$ cat config.mk
export PLATFORM = sky130hd
export DESIGN_NAME = plab4_net_router_input_unit
export DESIGN_NICKNAME = d
export VERILOG_FILES = /design/src/rtl/plab4_net_router_input_unit_pkg.sv /design/src/rtl/plab4_net_router_input_queue.sv /design/src/rtl/plab4_net_router_input_unit.sv
export SDC_FILE = /design/constraint.sdc
export NUM_CORES = 1
export LEC_CHECK = 0
export CORE_MARGIN = 1.5
export CORE_UTILIZATION = 64
export DETAILED_ROUTE_END_ITERATION = 12
export DONT_BUFFER_PORTS = 1
export PLACE_DENSITY = 0.8
export SLEW_MARGIN = 15
export SYNTH_ARGS = -nofsm -noshare
export SYNTH_HDL_FRONTEND = slang
export SYNTH_SLANG_ARGS = --single-unit
$ cat constraint.sdc
create_clock -name clk -period 4.7 [get_ports clk]
set_clock_uncertainty 0.15 [all_clocks]
set_input_delay 0.94 -clock clk [delete_from_list [all_inputs] [get_ports clk]]
set_output_delay 0.94 -clock clk [all_outputs]
set_load 0.02 [all_outputs]
$ cat src/rtl/plab4_net_router_input_unit_pkg.sv
// ============================================================================
// plab4_net_router_input_unit_pkg : port indices and destination-field helpers
// Revision: 1.0
// ============================================================================
`default_nettype none

package plab4_net_router_input_unit_pkg;

  localparam int PORT_PREV = 0;
  localparam int PORT_TERM = 1;
  localparam int PORT_NEXT = 2;
  localparam int NUM_PORTS = 3;

  // Destination router id occupies the most significant bits of a message
  function automatic int dest_lsb(input int msg_nbits, input int dest_nbits);
    return msg_nbits - dest_nbits;
  endfunction

  function automatic int dest_msb(input int msg_nbits);
    return msg_nbits - 1;
  endfunction

endpackage

`default_nettype wire

$ cat src/rtl/plab4_net_router_input_queue.sv
// ============================================================================
// plab4_net_router_input_queue : val/rdy FIFO holding message plus domain bit
// Revision: 1.0
// ============================================================================
`default_nettype none

module plab4_net_router_input_queue
  import plab4_net_router_input_unit_pkg::*;
#(
  parameter int p_msg_nbits = 44,
  parameter int p_depth     = 4
) (
  input  logic                   clk,
  input  logic                   rst_n,
  input  logic                   enq_val_i,
  output logic                   enq_rdy_o,
  input  logic [p_msg_nbits-1:0] enq_msg_i,
  input  logic                   enq_sd_i,
  input  logic                   deq_i,
  output logic [p_msg_nbits-1:0] head_msg_o,
  output logic                   head_sd_o,
  output logic                   empty_o
);

  localparam int              c_aw    = $clog2(p_depth);
  localparam logic [c_aw:0]   c_depth = (c_aw + 1)'(p_depth);

  logic [p_msg_nbits-1:0] msg_mem [p_depth];
  logic [p_depth-1:0]     sd_mem;

  logic [c_aw-1:0] wptr_q, wptr_d;
  logic [c_aw-1:0] rptr_q, rptr_d;
  logic [c_aw:0]   count_q, count_d;
  logic            w_enq;
  logic            w_deq;

  // Ready looks only at occupancy, so a full queue refuses even on a dequeue cycle
  assign enq_rdy_o = rst_n && (count_q < c_depth);
  assign empty_o   = (count_q == '0);
  assign w_enq     = enq_val_i && enq_rdy_o;
  assign w_deq     = deq_i && !empty_o;

  always_comb begin
    wptr_d  = wptr_q;
    rptr_d  = rptr_q;
    count_d = count_q;
    if (w_enq) wptr_d = wptr_q + c_aw'(1);
    if (w_deq) rptr_d = rptr_q + c_aw'(1);
    case ({w_enq, w_deq})
      2'b10:   count_d = count_q + (c_aw + 1)'(1);
      2'b01:   count_d = count_q - (c_aw + 1)'(1);
      default: count_d = count_q;
    endcase
  end

  always_ff @(posedge clk or negedge rst_n) begin
    if (!rst_n) begin
      wptr_q  <= '0;
      rptr_q  <= '0;
      count_q <= '0;
    end else begin
      wptr_q  <= wptr_d;
      rptr_q  <= rptr_d;
      count_q <= count_d;
    end
  end

  always_ff @(posedge clk) begin
    if (w_enq) begin
      msg_mem[wptr_q] <= enq_msg_i;
      sd_mem[wptr_q]  <= enq_sd_i;
    end
  end

  assign head_msg_o = msg_mem[rptr_q];
  assign head_sd_o  = sd_mem[rptr_q];

endmodule

`default_nettype wire

$ cat src/rtl/plab4_net_router_input_unit.sv
// ============================================================================
// plab4_net_router_input_unit : ring-router input buffer with shortest-path request
// Revision: 1.0
// ============================================================================
`default_nettype none

module plab4_net_router_input_unit
  import plab4_net_router_input_unit_pkg::*;
#(
  parameter int p_msg_nbits   = 44,
  parameter int p_dest_nbits  = 2,
  parameter int p_router_id   = 0,
  parameter int p_num_routers = 4,
  parameter int p_queue_depth = 4
) (
  input  logic                   clk,
  input  logic                   reset,
  input  logic                   in_val,
  output logic                   in_rdy,
  input  logic [p_msg_nbits-1:0] in_msg,
  input  logic                   in_sd,
  input  logic                   cur_sd,
  output logic [NUM_PORTS-1:0]   reqs,
  input  logic [NUM_PORTS-1:0]   grants,
  output logic [p_msg_nbits-1:0] out_msg,
  output logic                   out_sd
);

  localparam int                    c_dest_lsb = dest_lsb(p_msg_nbits, p_dest_nbits);
  localparam int                    c_fw       = p_dest_nbits + 1;
  localparam logic [p_dest_nbits:0] c_num      = c_fw'(p_num_routers);
  localparam logic [p_dest_nbits:0] c_id       = c_fw'(p_router_id);
  localparam logic [p_dest_nbits:0] c_half     = c_fw'(p_num_routers / 2);

  logic                    w_empty;
  logic                    w_deq;
  logic [p_dest_nbits-1:0] w_dest;
  logic [p_dest_nbits:0]   w_sum;
  logic [p_dest_nbits:0]   w_fwd;
  logic [NUM_PORTS-1:0]    w_route;

  plab4_net_router_input_queue #(
    .p_msg_nbits (p_msg_nbits),
    .p_depth     (p_queue_depth)
  ) u_queue (
    .clk        (clk),
    .rst_n      (reset),
    .enq_val_i  (in_val),
    .enq_rdy_o  (in_rdy),
    .enq_msg_i  (in_msg),
    .enq_sd_i   (in_sd),
    .deq_i      (w_deq),
    .head_msg_o (out_msg),
    .head_sd_o  (out_sd),
    .empty_o    (w_empty)
  );

  // Adding N before subtracting the id keeps the extra-bit difference non-negative
  assign w_dest = out_msg[c_dest_lsb +: p_dest_nbits];
  assign w_sum  = {1'b0, w_dest} + c_num - c_id;
  assign w_fwd  = (w_sum >= c_num) ? (w_sum - c_num) : w_sum;

  always_comb begin
    w_route = '0;
    if ({1'b0, w_dest} == c_id)
      w_route[PORT_TERM] = 1'b1;
    else if (w_fwd <= c_half)
      w_route[PORT_NEXT] = 1'b1;
    else
      w_route[PORT_PREV] = 1'b1;
  end

  // Requests never look at grants, keeping the request/grant loop acyclic
  assign reqs  = (!w_empty && (out_sd == cur_sd)) ? w_route : '0;
  assign w_deq = |(reqs & grants);

endmodule

`default_nettype wire

==> results of run 1 <==
## per-stage QoR
stage / total power, uW / instance area, sq um / utilization [%] / instances / hold WS, ns
2_1_floorplan: 3219 / 7030 / - / 296 / 0.3266
3_3_place_gp: 3383 / 7192 / 66.64 / 432 / 0.3462
3_5_place_dp: 3419 / 7192 / 66.64 / 432 / 0.3771
4_1_cts: 4819 / 7796 / 72.24 / 465 / 0.3291
5_1_grt: 4966 / 7796 / 72.24 / 465 / 0.3196
6_report: 4766 / 7796 / 72.24 / 465 / 0.3469
## area by class of cell
type / count / area [sq um] / area share, %
clock buffer: 17 / 414.1 / 5.312
timing repair buffer: 7 / 55.05 / 0.7061
tap: 140 / 175.2 / 2.247
multi-input combinational: 90 / 1353 / 17.35
clock inverter: 15 / 180.2 / 2.311
sequential: 187 / 5585 / 71.64
inverter: 9 / 33.78 / 0.4333
## synthesized netlist by cell type (all sizes together)
| cell type | instances |
|---|---|
| mux4 | 44 |
| and3 | 4 |
| buf | 10 |
| a222oi | 1 |
| nor3 | 2 |
| a31o | 1 |
| and2 | 1 |
| dfrtp | 7 |
| xnor2 | 3 |
| or3 | 1 |
| nor2b | 1 |
| xor2 | 3 |
| a21oi | 2 |
| edfxtp | 180 |
| nor2 | 5 |
| mux2i | 4 |
| fa | 1 |
| nand2b | 1 |
| nand2 | 7 |
| o21ai | 2 |
| inv | 9 |
| ha | 7 |
## cell families (layout without fill, tap and decap cells)
| group | count (synthesis) | count (layout) | share of synthesized area [%] |
|---|---|---|---|
| DFF | 187 | 187 | 79.37 |
| muxes | 48 | 48 | 14.72 |
| and+or+nand+nor | 22 | 22 | 1.566 |
| buffers and inverters | 19 | 48 | 1.459 |
| adders and majority gates | 8 | 8 | 1.530 |
| AOI/OAI and AO/OA | 6 | 6 | 0.6051 |
| xor gates and xnor gates | 6 | 6 | 0.7476 |
## path summary, 6_finish.rpt
check                                   start                     end  slack (ns)  depth (start not counted)
max                         u_queue.rptr_q[0]                 reqs[1]        1.05                          5
min                                in_msg[20]  u_queue.msg_mem[1][20]        0.35                          0
max reg2reg                 u_queue.rptr_q[0]      u_queue.count_q[1]        1.33                          9
min reg2reg                u_queue.count_q[2]      u_queue.count_q[2]        0.38                          1
max in group asynchronous               reset       u_queue.rptr_q[0]        3.51                          1
min in group asynchronous               reset       u_queue.wptr_q[0]        0.60                          1
## power groups by stage
stage	clock network, uW	registers, uW	logic, uW
final	1400	2130	1240
after global routing	1480	2150	1330
after CTS	1420	2130	1260
after detailed placement	0	2160	1260
after global placement	0	2150	1230
after floorplan	0	2060	1160
## registers in the layout, summed over array words and instances, names as in the netlist
signal           cells
u_queue.count_q      3
u_queue.msg_mem    176
u_queue.rptr_q       2
u_queue.sd_mem       4
u_queue.wptr_q       2
## metal layers
| metal | vias up | GRT usage [%] | share of wire [%] |
|---|---|---|---|
| met5 | - | 0 | 0 |
| met4 | 0 | 8.835 | 1.6 |
| met3 | 21 | 10.59 | 10 |
| met2 | 134 | 36.67 | 52 |
| met1 | 1566 | 25.29 | 36 |
| li1 | 1263 | - | - |
## repair_timing
item / in CTS / in global routing
resized for setup: 0 / 0
hold buffers: 1 / 0
hold endpoints to repair: 7 / 0
==> flow_summary.yaml, run 1 <==
logic_synthesis:
  ys_warn_count: 0
  ys_types: 27
  ys_seq_elements: 187
  syn_area_sq_mm: 0.007030
  synth.top_cell.area_share_pct: 76.88
  yosysSeqAreaShare_pct: 79.37
  yosys.area.top_type: "edfxtp_1"
  synth.area.top_cells: "edfxtp_1, mux4_2, dfrtp_1"
  syn_avg_cell_area_sq_um: 23.75
  synthCells: 296
  syn_nets: 356
setup_path:
  startpoint_type: "flop"
  arrival_ns: 2.56
  cp_top_family: "multiplexers"
  cp_slowest_cell: "mux4_2"
  crit_chain: "mux4_2, inv_1, ha_1, nand2_1, nor2_1"
  required_ns: 3.61
  crit_type: "flop to output pin"
  crit_path_max_fanout: 21
  worstSetupEndpointType: "output pin"
  crit_buf_inv: 1
  max_stage_delay_ns: 0.70
clocking:
  postCtsSetupRepairBufs: 0
  cts-buffers-inserted: 17
  clockBufferDepth: 2
  htreeDepth: 4
  insertion_delay_ns: 0.52
  cts.sinks: 187
  path_clk_slew_ns: 0.07
  root_buffer: "clkbuf_8"
  cts_tree: "done"
grt:
  grt_pass1_vias: 3256
  grt_pass1_wl_um: 18000
  antenna_found_initial: 0
  grt_start_max_net_pins: 46
  grt.overflow.total: 0
  grtUsageTotal_pct: 22.28
sta:
  fin_crit_sh_pct: 77.62
  rsz0062_at_grt: "no"
  layout_min_cycle_time_ns: 3.648
  setup_violations: 0
  fin_tns_setup_ns: 0
  fin_ws_ns: 1.052
  hold_viol: 0
  max_freq_mhz: 274.1
  relSlewSlack_pct: 54.16
  tightestPinTransition_ns: 0.6877
  slew_violations: 0
placement:
  portBuffers: 0
  post-place-ws_ns: 1.312
  gp_congestion: 0.7064
  dp_hpwl_um: 6851
die:
  die-width_um: 107.8
  pin_count: 101
  num_rows: 38
  core-area_sq_mm: 0.01079
  die-area_sq_mm: 0.01162
  initial_core_util_pct: 65.14
  chipHeight_um: 107.8
finish:
  fill_cells: 597
  n_antenna_cell: 0
  layout_commonest_cell: "edfxtp_1"
  final_cell_mix: "edfxtp_1, mux4_2, clkbuf_16"
  layout-drive-gt1-share_pct: 28.31
  syn_to_final_growth_pct: 10.89
  nNetsFinal: 372
power:
  clock_power_share_pct: 29.3
  leakage_uw: 0.002521
  netSwitchingPower_uw: 1517
  p_sw_share_pct: 31.82
  ir_worst_vdd_uv: 502.1
  powerDensity_mw_per_mm2: 611.3
  seq_power_share_pct: 44.6
  p_comb_share_pct: 26.1
  internal-power_uw: 3249
min_path:
  worst_hold_path_type: "primary input to flop"
routing:
  wl_per_cell_um: 24.79
  drc: 0
  drt_wl_total_um: 11530
  first_iter_violations: 164
  routed_via_density: 6.417
  first_pass_iters: 5
  vias: 2984
  ant_nets: 0
flow_run:
  drv_cap: 0
run_status:
  status: "complete, no violations"
(Power assumes the default switching activity.)
==> inputs of run 2 (changes only) <==
--- a/config.mk
+++ b/config.mk
@@ -6,10 +6,10 @@
 export NUM_CORES = 1
 export LEC_CHECK = 0
 export CORE_MARGIN = 1.5
-export CORE_UTILIZATION = 64
+export CORE_UTILIZATION = 62
 export DETAILED_ROUTE_END_ITERATION = 12
 export DONT_BUFFER_PORTS = 1
-export PLACE_DENSITY = 0.8
+export PLACE_DENSITY = 0.78
 export SLEW_MARGIN = 15
 export SYNTH_ARGS = -nofsm -noshare
 export SYNTH_HDL_FRONTEND = slang
==> constraint.sdc (replaced) <==
create_clock -name clk -period 3.47 [get_ports clk]
set_clock_uncertainty 0.15 [all_clocks]
set_input_delay 0.694 -clock clk [delete_from_list [all_inputs] [get_ports clk]]
set_output_delay 0.694 -clock clk [all_outputs]
set_load 0.02 [all_outputs]
==> flow_summary.yaml, run 2 (synthesis gave the netlist of run 1 again) <==
run_status:
  status: "complete, no violations"
sta:
  max_freq_mhz: 332.9
  hold_viol: 0
  fin_ws_ns: 0.4662
  rsz0062_at_grt: "no"
  relSlewSlack_pct: 60.26
  layout_min_cycle_time_ns: 3.004
  fin_crit_sh_pct: 86.56
  setup_violations: 0
  slew_violations: 0
  tightestPinTransition_ns: 0.5949
  fin_tns_setup_ns: 0
routing:
  drc: 0
  wl_per_cell_um: 24.10
  drt_wl_total_um: 11400
  first_iter_violations: 186
  first_pass_iters: 4
  routed_via_density: 6.218
  vias: 2941
  ant_nets: 0
clocking:
  insertion_delay_ns: 0.41
  cts_tree: "done"
  cts.sinks: 187
  path_clk_slew_ns: 0.07
  postCtsSetupRepairBufs: 0
  cts-buffers-inserted: 17
  root_buffer: "clkbuf_16"
  htreeDepth: 4
  clockBufferDepth: 2
setup_path:
  arrival_ns: 2.16
  required_ns: 2.63
  startpoint_type: "flop"
  crit_path_max_fanout: 18
  worstSetupEndpointType: "output pin"
  crit_type: "flop to output pin"
power:
  powerDensity_mw_per_mm2: 822.2
  leakage_uw: 0.002549
  ir_worst_vdd_uv: 446.4
grt:
  grt_start_max_net_pins: 27
  grtUsageTotal_pct: 20.93
  grt_pass1_wl_um: 17300
  antenna_found_initial: 0
  grt.overflow.total: 0
  grt_pass1_vias: 3159
finish:
  n_antenna_cell: 0
  multiInputGateArea_sq_mm: 0.001353
  syn_to_final_growth_pct: 11.50
  reg.largest.list: "u_queue.msg_mem: 176 flops, u_queue.sd_mem: 4 flops, u_queue.count_q: 3 flops"
  fill_cells: 631
  final_cell_mix: "edfxtp_1, mux4_2, clkbuf_16"
  fin_cells: 473
  nNetsFinal: 380
  layout-drive-gt1-share_pct: 29.13
  regMostFlops: "u_queue.msg_mem"
  layout_commonest_cell: "edfxtp_1"
  seq_area_sq_mm: 0.005585
  largest_reg_flops: 176
min_path:
  worst_hold_path_type: "primary input to flop"
die:
  chipHeight_um: 109.5
  num_rows: 38
  initial_core_util_pct: 64.29
  pin_count: 101
  core-area_sq_mm: 0.01094
  die-area_sq_mm: 0.01199
  die-width_um: 109.5
placement:
  post-place-ws_ns: 0.5558
  portBuffers: 0
  gp_congestion: 0.7366
  placed_cells: 440
  dp_hpwl_um: 7161
flow_run:
  drv_cap: 0
-- run 2: cell count changes in the layout (fill, tap and decap cells not counted), moves of 2 or more --
| cell | delta |
|---|---|
| clkbuf_1 | +3 |
| clkinv_2 | +2 |
| inv_8 | -2 |
| buf_4 | +8 |
| clkinv_4 | -2 |
| inv_6 | -2 |
-- run 2: final cells by class --
class,instances,area share (%)
Sequential cell,187,71.25
Multi-Input combinational cell,90,17.25
Clock buffer,20,5.571
Tap cell,140,2.235
Clock inverter,12,1.788
Timing Repair Buffer,15,1.468
Inverter,9,0.4310
-- run 2: final timing paths --
path,from,depth (start not counted),slack (ns),end
max,u_queue.rptr_q[1],5,0.47,reqs[0]
max reg2reg,u_queue.rptr_q[0],11,0.57,u_queue.count_q[2]
max in group asynchronous,reset,1,2.39,u_queue.rptr_q[0]
min,in_msg[10],0,0.22,u_queue.msg_mem[0][10]
min in group asynchronous,reset,1,0.48,u_queue.wptr_q[1]
min reg2reg,u_queue.count_q[0],1,0.39,u_queue.count_q[0]
-- run 2: critical path, stage by stage (launching register included) --
cell and delay (ns):
dfrtp_2 0.42, buf_4 0.30, mux2i_2 0.30, xor2_1 0.25, a21oi_2 0.12, nor2_1 0.36
-- run 2: routing by layer --
layer / routed length, um / share of wire [%] / track usage, % / vias to the layer above
li1: - / - / - / 1273
met1: 4321 / 38 / 24.88 / 1545
met2: 5891 / 52 / 33.76 / 114
met3: 1082 / 9.5 / 9.721 / 9
met4: 105 / 0.92 / 7.607 / 0
met5: 0 / 0 / 0 / -
-- run 2: power breakdown --
part / leakage, uW / internal [uW] / total (uW) / switching, uW
logic: 0.000564 / 682 / 1800 / 1110
clock network: 0.000277 / 1070 / 1860 / 793
registers: 0.00171 / 2700 / 2780 / 87.2
-- run 2: metrics by stage --
| step | area, sq um | power (uW) | utilization (%) | hold WS (ns) |
|---|---|---|---|---|
| 2_1_floorplan | 7030 | 4360 | - | 0.2484 |
| 3_3_place_gp | 7252 | 4623 | 66.32 | 0.2487 |
| 3_5_place_dp | 7252 | 4650 | 66.32 | 0.2486 |
| 4_1_cts | 7839 | 6516 | 71.68 | 0.2040 |
| 5_1_grt | 7839 | 6712 | 71.68 | 0.1961 |
| 6_report | 7839 | 6445 | 71.68 | 0.2218 |
-- run 2: what timing repair did --
| action | 4_1_cts | 5_1_grt |
|---|---|---|
| resized for setup | 0 | 0 |
| endpoints found under the hold margin | 7 | 0 |
| hold buffers | 1 | 0 |
